--- config.mk ---
export PLATFORM = sky130hd
export DESIGN_NAME = usbfs_endp_tx_pkt
export DESIGN_NICKNAME = d
export VERILOG_FILES = /design/src/rtl/usbfs_endp_tx_pkt.sv
export SDC_FILE = /design/constraint.sdc
export NUM_CORES = 1
export LEC_CHECK = 0
export CAP_MARGIN = 20
export CORE_MARGIN = 2
export CORE_UTILIZATION = 35
export DETAILED_ROUTE_END_ITERATION = 12
export GPL_ROUTABILITY_DRIVEN = 0
export SKIP_LAST_GASP = 1
export SYNTH_ARGS = -nofsm -noshare
export SYNTH_HDL_FRONTEND = slang
export SYNTH_SLANG_ARGS = --single-unit
--- constraint.sdc ---
create_clock -name i_clk -period 3.5 [get_ports i_clk]
set_input_delay 0.875 -clock i_clk [delete_from_list [all_inputs] [get_ports i_clk]]
set_output_delay 0.875 -clock i_clk [all_outputs]
set_load 0.01 [all_outputs]
--- src/rtl/usbfs_endp_tx_pkt.sv ---
// -----------------------------------------------------------------------------
// usbfs_endp_tx_pkt
// USB full-speed IN-endpoint transmitter with a single packet buffer.
// Bytes from an upstream valid/ready stream are collected into a MAX_PKT-byte
// buffer. A packet closes on i_last or when the buffer is full. Each IN that
// u_tx accepts streams the packet into the u_tx write buffer. The packet is
// held until the host ACKs it, so a handshake timeout leads to a
// retransmission of the same bytes with the same DATA0/DATA1 PID.
//
// Ports
//   i_clk, i_rst_n           clock, asynchronous active-low reset
//   o_ready/i_valid/i_data/i_last   upstream byte stream (i_last ends a transfer)
//   i_etReady                ACK received from the host
//   o_etValid                data available (0 = NAK)
//   o_etStall                endpoint halted
//   o_etPid1                 toggle for the next data packet (1 = DATA1)
//   o_etLen                  byte count of the current packet
//   i_etTxAccepted           pulse: DATA PID sent by u_tx
//   i_etTimeout              pulse: handshake timeout, no ACK
//   o_etWrEn/o_etWrIdx/o_etWrByte   write port into the u_tx buffer
//   i_stallSet/i_stallClr    halt / un-halt (un-halt also resets the toggle)
// -----------------------------------------------------------------------------
module usbfs_endp_tx_pkt #(
  parameter int MAX_PKT                = 8,
  parameter bit NAK_NOT_ZEROLENGTHDATA = 1'b0,
  parameter bit ZLP_AFTER_MAX          = 1'b1
) (
  input  logic                         i_clk,
  input  logic                         i_rst_n,
  output logic                         o_ready,
  input  logic                         i_valid,
  input  logic [7:0]                   i_data,
  input  logic                         i_last,
  input  logic                         i_etReady,
  output logic                         o_etValid,
  output logic                         o_etStall,
  output logic                         o_etPid1,
  output logic [$clog2(MAX_PKT+1)-1:0] o_etLen,
  input  logic                         i_etTxAccepted,
  input  logic                         i_etTimeout,
  output logic                         o_etWrEn,
  output logic [$clog2(MAX_PKT)-1:0]   o_etWrIdx,
  output logic [7:0]                   o_etWrByte,
  input  logic                         i_stallSet,
  input  logic                         i_stallClr
);

  localparam int CW = $clog2(MAX_PKT + 1);
  localparam int IW = $clog2(MAX_PKT);

  typedef enum logic [1:0] {
    S_FILL,
    S_READY,
    S_SEND,
    S_WAIT_ACK
  } state_t;

  state_t          r_state;
  state_t          w_next;
  logic [CW-1:0]   r_count;
  logic [CW-1:0]   r_idx;
  logic            r_toggle;
  logic            r_stall;
  logic            r_zlp_pend;
  logic [7:0]      r_buf [MAX_PKT];

  logic            w_idle_zlp;
  logic            w_valid;
  logic            w_tx_go;
  logic            w_push;
  logic            w_close;
  logic            w_ack;
  logic            w_abort;
  logic            w_send_done;
  logic            w_wr_en;

  // An empty buffer in FILL answers IN with a zero-length packet unless the
  // endpoint is configured to NAK instead.
  assign w_idle_zlp  = (r_state == S_FILL) && (r_count == '0) && !NAK_NOT_ZEROLENGTHDATA;
  assign w_valid     = !r_stall && ((r_state != S_FILL) || w_idle_zlp);
  assign w_tx_go     = i_etTxAccepted && !r_stall && ((r_state == S_READY) || w_idle_zlp);
  // A push in the same cycle the idle ZLP starts sending is refused (o_ready
  // low) so the byte is not lost behind a zero-length packet.
  assign w_push      = i_valid && (r_state == S_FILL) && !w_tx_go;
  assign w_close     = w_push && (i_last || (r_count == CW'(MAX_PKT - 1)));
  assign w_ack       = (r_state == S_WAIT_ACK) && i_etReady && w_valid;
  assign w_abort     = (i_stallSet || r_stall) && ((r_state == S_SEND) || (r_state == S_WAIT_ACK));
  assign w_send_done = (r_state == S_SEND) && ((r_count == '0) || (r_idx == r_count - CW'(1)));
  assign w_wr_en     = (r_state == S_SEND) && (r_idx < r_count);

  // State register
  always_ff @(posedge i_clk or negedge i_rst_n) begin
    if (!i_rst_n) begin
      r_state <= S_FILL;
    end else begin
      // NOTE: clocked state uses non-blocking assignments so every register
      // samples pre-edge values regardless of process ordering.
      r_state <= w_next;
    end
  end

  // Next-state logic
  always_comb begin
    // NOTE: default assignment first so no path leaves w_next unassigned,
    // which would otherwise infer a latch.
    w_next = r_state;
    unique case (r_state)
      S_FILL: begin
        if (w_tx_go)      w_next = S_SEND;
        else if (w_close) w_next = S_READY;
      end
      S_READY: begin
        if (w_tx_go) w_next = S_SEND;
      end
      S_SEND: begin
        if (w_abort)          w_next = S_READY;
        else if (w_send_done) w_next = S_WAIT_ACK;
      end
      S_WAIT_ACK: begin
        // A received ACK takes precedence over a timeout or a new halt in the
        // same cycle: the host already has the data.
        if (w_ack)            w_next = r_zlp_pend ? S_READY : S_FILL;
        else if (w_abort)     w_next = S_READY;
        else if (i_etTimeout) w_next = S_READY;
      end
      default: w_next = S_FILL;
    endcase
  end

  // Output logic
  always_comb begin
    o_ready    = (r_state == S_FILL) && !w_tx_go;
    o_etValid  = w_valid;
    o_etStall  = r_stall;
    o_etPid1   = r_toggle;
    o_etLen    = r_count;
    o_etWrEn   = w_wr_en;
    o_etWrIdx  = w_wr_en ? r_idx[IW-1:0] : '0;
    o_etWrByte = w_wr_en ? r_buf[r_idx[IW-1:0]] : 8'h00;
  end

  // Control datapath: count, send index, toggle, halt, pending ZLP
  always_ff @(posedge i_clk or negedge i_rst_n) begin
    if (!i_rst_n) begin
      r_count    <= '0;
      r_idx      <= '0;
      r_toggle   <= 1'b0;
      r_stall    <= 1'b0;
      r_zlp_pend <= 1'b0;
    end else begin
      if (w_push) begin
        r_count <= r_count + CW'(1);
        if (ZLP_AFTER_MAX && i_last && (r_count == CW'(MAX_PKT - 1)))
          r_zlp_pend <= 1'b1;
      end

      if (w_tx_go)                 r_idx <= '0;
      else if (r_state == S_SEND)  r_idx <= r_idx + CW'(1);

      if (w_ack) begin
        r_toggle   <= ~r_toggle;
        r_count    <= '0;
        r_zlp_pend <= 1'b0;
      end

      // Halt set dominates clear; clearing a halt restarts at DATA0.
      if (i_stallSet) begin
        r_stall <= 1'b1;
      end else if (i_stallClr) begin
        r_stall  <= 1'b0;
        r_toggle <= 1'b0;
      end
    end
  end

  // Packet buffer
  // NOTE: the buffer is deliberately not reset; r_count alone says which
  // bytes are meaningful, and leaving the array out of reset lets it map to RAM.
  always_ff @(posedge i_clk) begin
    if (w_push) r_buf[r_count[IW-1:0]] <= i_data;
  end

endmodule

==> load_flow_metrics.sql <==
INSERT INTO impl_metrics (metric_group, metric, value, unit) VALUES
('sta', 'timing_worst_slew_pin_value', '0.751', 'ns'),
('status', 'outcome', 'complete, no violations', ''),
('sta', 'fin_ws', '0.103', 'ns'),
('power_and_ir_drop', 'leakage', '1.43', 'nW'),
('final_layout', 'final_common_cell', 'edfxtp_1', ''),
('logic_synthesis', 'ys_dominant_reg_cell', 'edfxtp_1', ''),
('clock_network', 'clock_latency_late_sink', '0.36', 'ns'),
('grt', 'grt_use_met2', '22.0', '%'),
('sta', 'max_transition_margin', '49.8', '%'),
('logic_synthesis', 'post_synth_edffs', '64', ''),
('worst_setup_path', 'worst_ep_required_time', '2.62', 'ns'),
('die', 'starting_density_of_the_core', '36.5', '%'),
('clock_network', 'clock-root-buffer', 'clkbuf_8', ''),
('sta', 'drv_slew', '0', ''),
('drt', 'ant_nets', '0', ''),
('die', 'die_area', '10500', 'µm²'),
('final_layout', 'fill_cell_instance_count_of_the_final_layout', '837', ''),
('logic_synthesis', 'yosys-top-cells-area', 'edfxtp_1 (56%), mux4_2 (11%), dfrtp_1 (9.6%), mux2i_1 (2.9%), ha_1 (2.6%)', ''),
('drt', 'wire_per_inst', '17.4', 'µm'),
('logic_synthesis', 'async_flop_share', '16.9', '%'),
('die', 'die_x', '103', 'µm'),
('sta', 'final-hold-violation-count', '0', ''),
('flow_run', 'max_cap_violation_count', '0', ''),
('worst_setup_path', 'setup.worst_path.class', 'flip-flop to output port', ''),
('drt', 'wirelength', '6.92', 'mm'),
('final_layout', 'post_route_cells_drive_above_1_share', '21.9', '%'),
('grt', 'antenna_found_initial', '0', ''),
('clock_network', 'cts_tree', 'done', ''),
('grt', 'grt_pass1_wl', '10.9', 'mm'),
('logic_synthesis', 'dominant_cell_type_by_area_after_synthesis', 'edfxtp_1', ''),
('placement', 'worst_case_setup_slack_after_placement', '0.366', 'ns'),
('logic_synthesis', 'seq_area_frac_synth', '66.1', '%'),
('final_layout', 'layout-area-overhead-vs-synth', '24.3', '%'),
('sta', 'final-setup-viol-count', '0', ''),
('sta', 'period_minus_slack', '3.40', 'ns'),
('worst_setup_path', 'end_kind', 'output port', ''),
('sta', 'grt_setup_unrepaired', 'true', ''),
('die', 'placementRows', '35', ''),
('grt', 'first_global_vias', '1893', ''),
('placement', 'port_buffers', '36', ''),
('grt', 'top_usage_layer', 'met2', ''),
('grt', 'grt_util_met1', '20.7', '%'),
('final_layout', 'design.final.nets', '288', ''),
('drt', 'detail_route.drc_violations', '0', ''),
('final_layout', 'diodes', '0', ''),
('clock_network', 'cts_inserted_buffers', '9', ''),
('grt', 'grt_use_met3', '3.32', '%'),
('sta', 'fmax', '294', 'MHz'),
('sta', 'period_share', '97.1', '%'),
('drt', 'num_vias', '1931', ''),
('clock_network', 'path_clk_slew', '0.10', 'ns'),
('worst_setup_path', 'timing.critical_path.depth', '7', ''),
('clock_network', 'clk_path_buf_depth', '2', ''),
('final_layout', 'finish.cell_count_without_fillers', '398', ''),
('logic_synthesis', 'ys_seq_elements', '77', ''),
('power_and_ir_drop', 'power.ir.vdd_worst', '0.276', 'mV'),
('logic_synthesis', 'synth.yosys.warnings', '0', ''),
('worst_hold_path', 'holdCritPathClass', 'flip-flop to flip-flop', ''),
('logic_synthesis', 'synth_top_area_share', '56.5', '%'),
('power_and_ir_drop', 'powerDensity', '695', 'nW/µm²'),
('worst_setup_path', 'worstPathArrival', '2.52', 'ns'),
('die', 'core_area', '9330', 'µm²'),
('worst_setup_path', 'worst_path_max_delay_cell', 'clkdlybuf4s50_1', ''),
('placement', 'place_hpwl', '4.49', 'mm'),
('logic_synthesis', 'synth_fp_nets', '236', ''),
('final_layout', 'mostFrequentLayoutCells', 'edfxtp_1 (64), clkdlybuf4s50_1 (36), nor2_1 (16), mux4_2 (16), buf_4 (16)', ''),
('clock_network', 'postCtsSetupBuffers', '0', ''),
('worst_setup_path', 'gate_family_responsible_for_the_most_delay_along_the_worst_path', 'buffers and inverters', ''),
('clock_network', 'htree_levels', '3', ''),
('logic_synthesis', 'synthesis.area', '3400', 'µm²'),
('clock_network', 'cts_num_sinks', '77', '');
[per-stage QoR]
| stage | util, % | area [µm²] |
|---|---|---|
| after floorplan | - | 3400 |
| after global placement | 42.7 | 3990 |
| after detailed placement | 42.7 | 3990 |
| after CTS | 45.3 | 4220 |
| after global routing | 45.3 | 4230 |
| final | 45.3 | 4230 |
[worst reg2reg max path, stage by stage (launching register included)]
cell and delay, ns:
dfrtp_2 0.48, inv_1 0.15, ha_1 0.20, or3b_4 0.45
o211ai_4 0.34, nor3_1 0.10, buf_4 0.20
[power by group]
group	internal, mW	total (mW)	switching (mW)
Combinational	0.476	0.996	0.519
Sequential	1.11	1.17	0.0633
Clock	0.413	0.773	0.361
Total	2.00	2.94	0.943
[metal layers]
layer / part of all wire [%] / wire length [µm] / vias up
met3: 4.2 / 288 / 7
met5: 0 / 0 / -
li1: - / - / 920
met2: 47 / 3260 / 45
met4: 1.5 / 106 / 0
met1: 47 / 3270 / 959
[state kept, by name, indices dropped and copies added, names as in the netlist]
signal      count
o_etPid1        1
r_idx           4
r_zlp_pend      1
r_buf          64
o_etStall       1
o_etLen         4
r_state         2
[timing repair]
action | CTS | global route
hold buffers | 0 | 0
resized for setup | 2 | 2
endpoints found under the setup margin | 4 | 3
[area by class of cell]
| class | count | area [µm²] | share of cell area (%) |
|---|---|---|---|
| clock buffers | 9 | 124 | 2.93 |
| clock inverters | 7 | 105 | 2.49 |
| inverters | 9 | 33.8 | 0.799 |
| multi-input cells | 115 | 1080 | 25.4 |
| flip-flops and latches | 77 | 2250 | 53.2 |
| well taps | 129 | 161 | 3.82 |
| repair buffers | 52 | 480 | 11.4 |
[cells in the mapped netlist (3+ instances only)]
cell type  count
a21oi_1        4
nor3_1        15
inv_1          9
o21a_1         4
nor2_1        16
xnor2_1        7
clkbuf_1       5
nand2_1        6
mux4_2        16
o21ai_0        3
nor3b_1        3
mux2i_1       10
xor2_1         3
dfrtp_1       13
ha_1           7
edfxtp_1      64
[logic make-up (layout without fill, tap and decap cells)]
family	after synthesis	after routing	share of synthesized area [%]
and+or+nand+nor	52	52	7.80
AOI/OAI and AO/OA	20	20	4.63
xor gates and xnor gates	10	10	2.57
buffers and inverters	20	77	2.83
DFF	77	77	66.1
muxes	26	26	13.5
adders and majority gates	7	7	2.57
[final timing paths]
check | start | end | slack, ns
max | o_etLen[1]$_DFFE_PN0P_ | o_etWrByte[1] | 0.10
max reg2reg | o_etLen[0]$_DFFE_PN0P_ | r_buf[5][4]$_DFFE_PP_ | 1.31
min in group asynchronous | i_rst_n | o_etLen[2]$_DFFE_PN0P_ | 0.90
min | r_zlp_pend$_DFFE_PN0P_ | r_zlp_pend$_DFFE_PN0P_ | 0.50
max in group asynchronous | i_rst_n | o_etLen[0]$_DFFE_PN0P_ | 2.14
min reg2reg | r_zlp_pend$_DFFE_PN0P_ | r_zlp_pend$_DFFE_PN0P_ | 0.50
No activity file was read; power rests on OpenSTA's default activity.
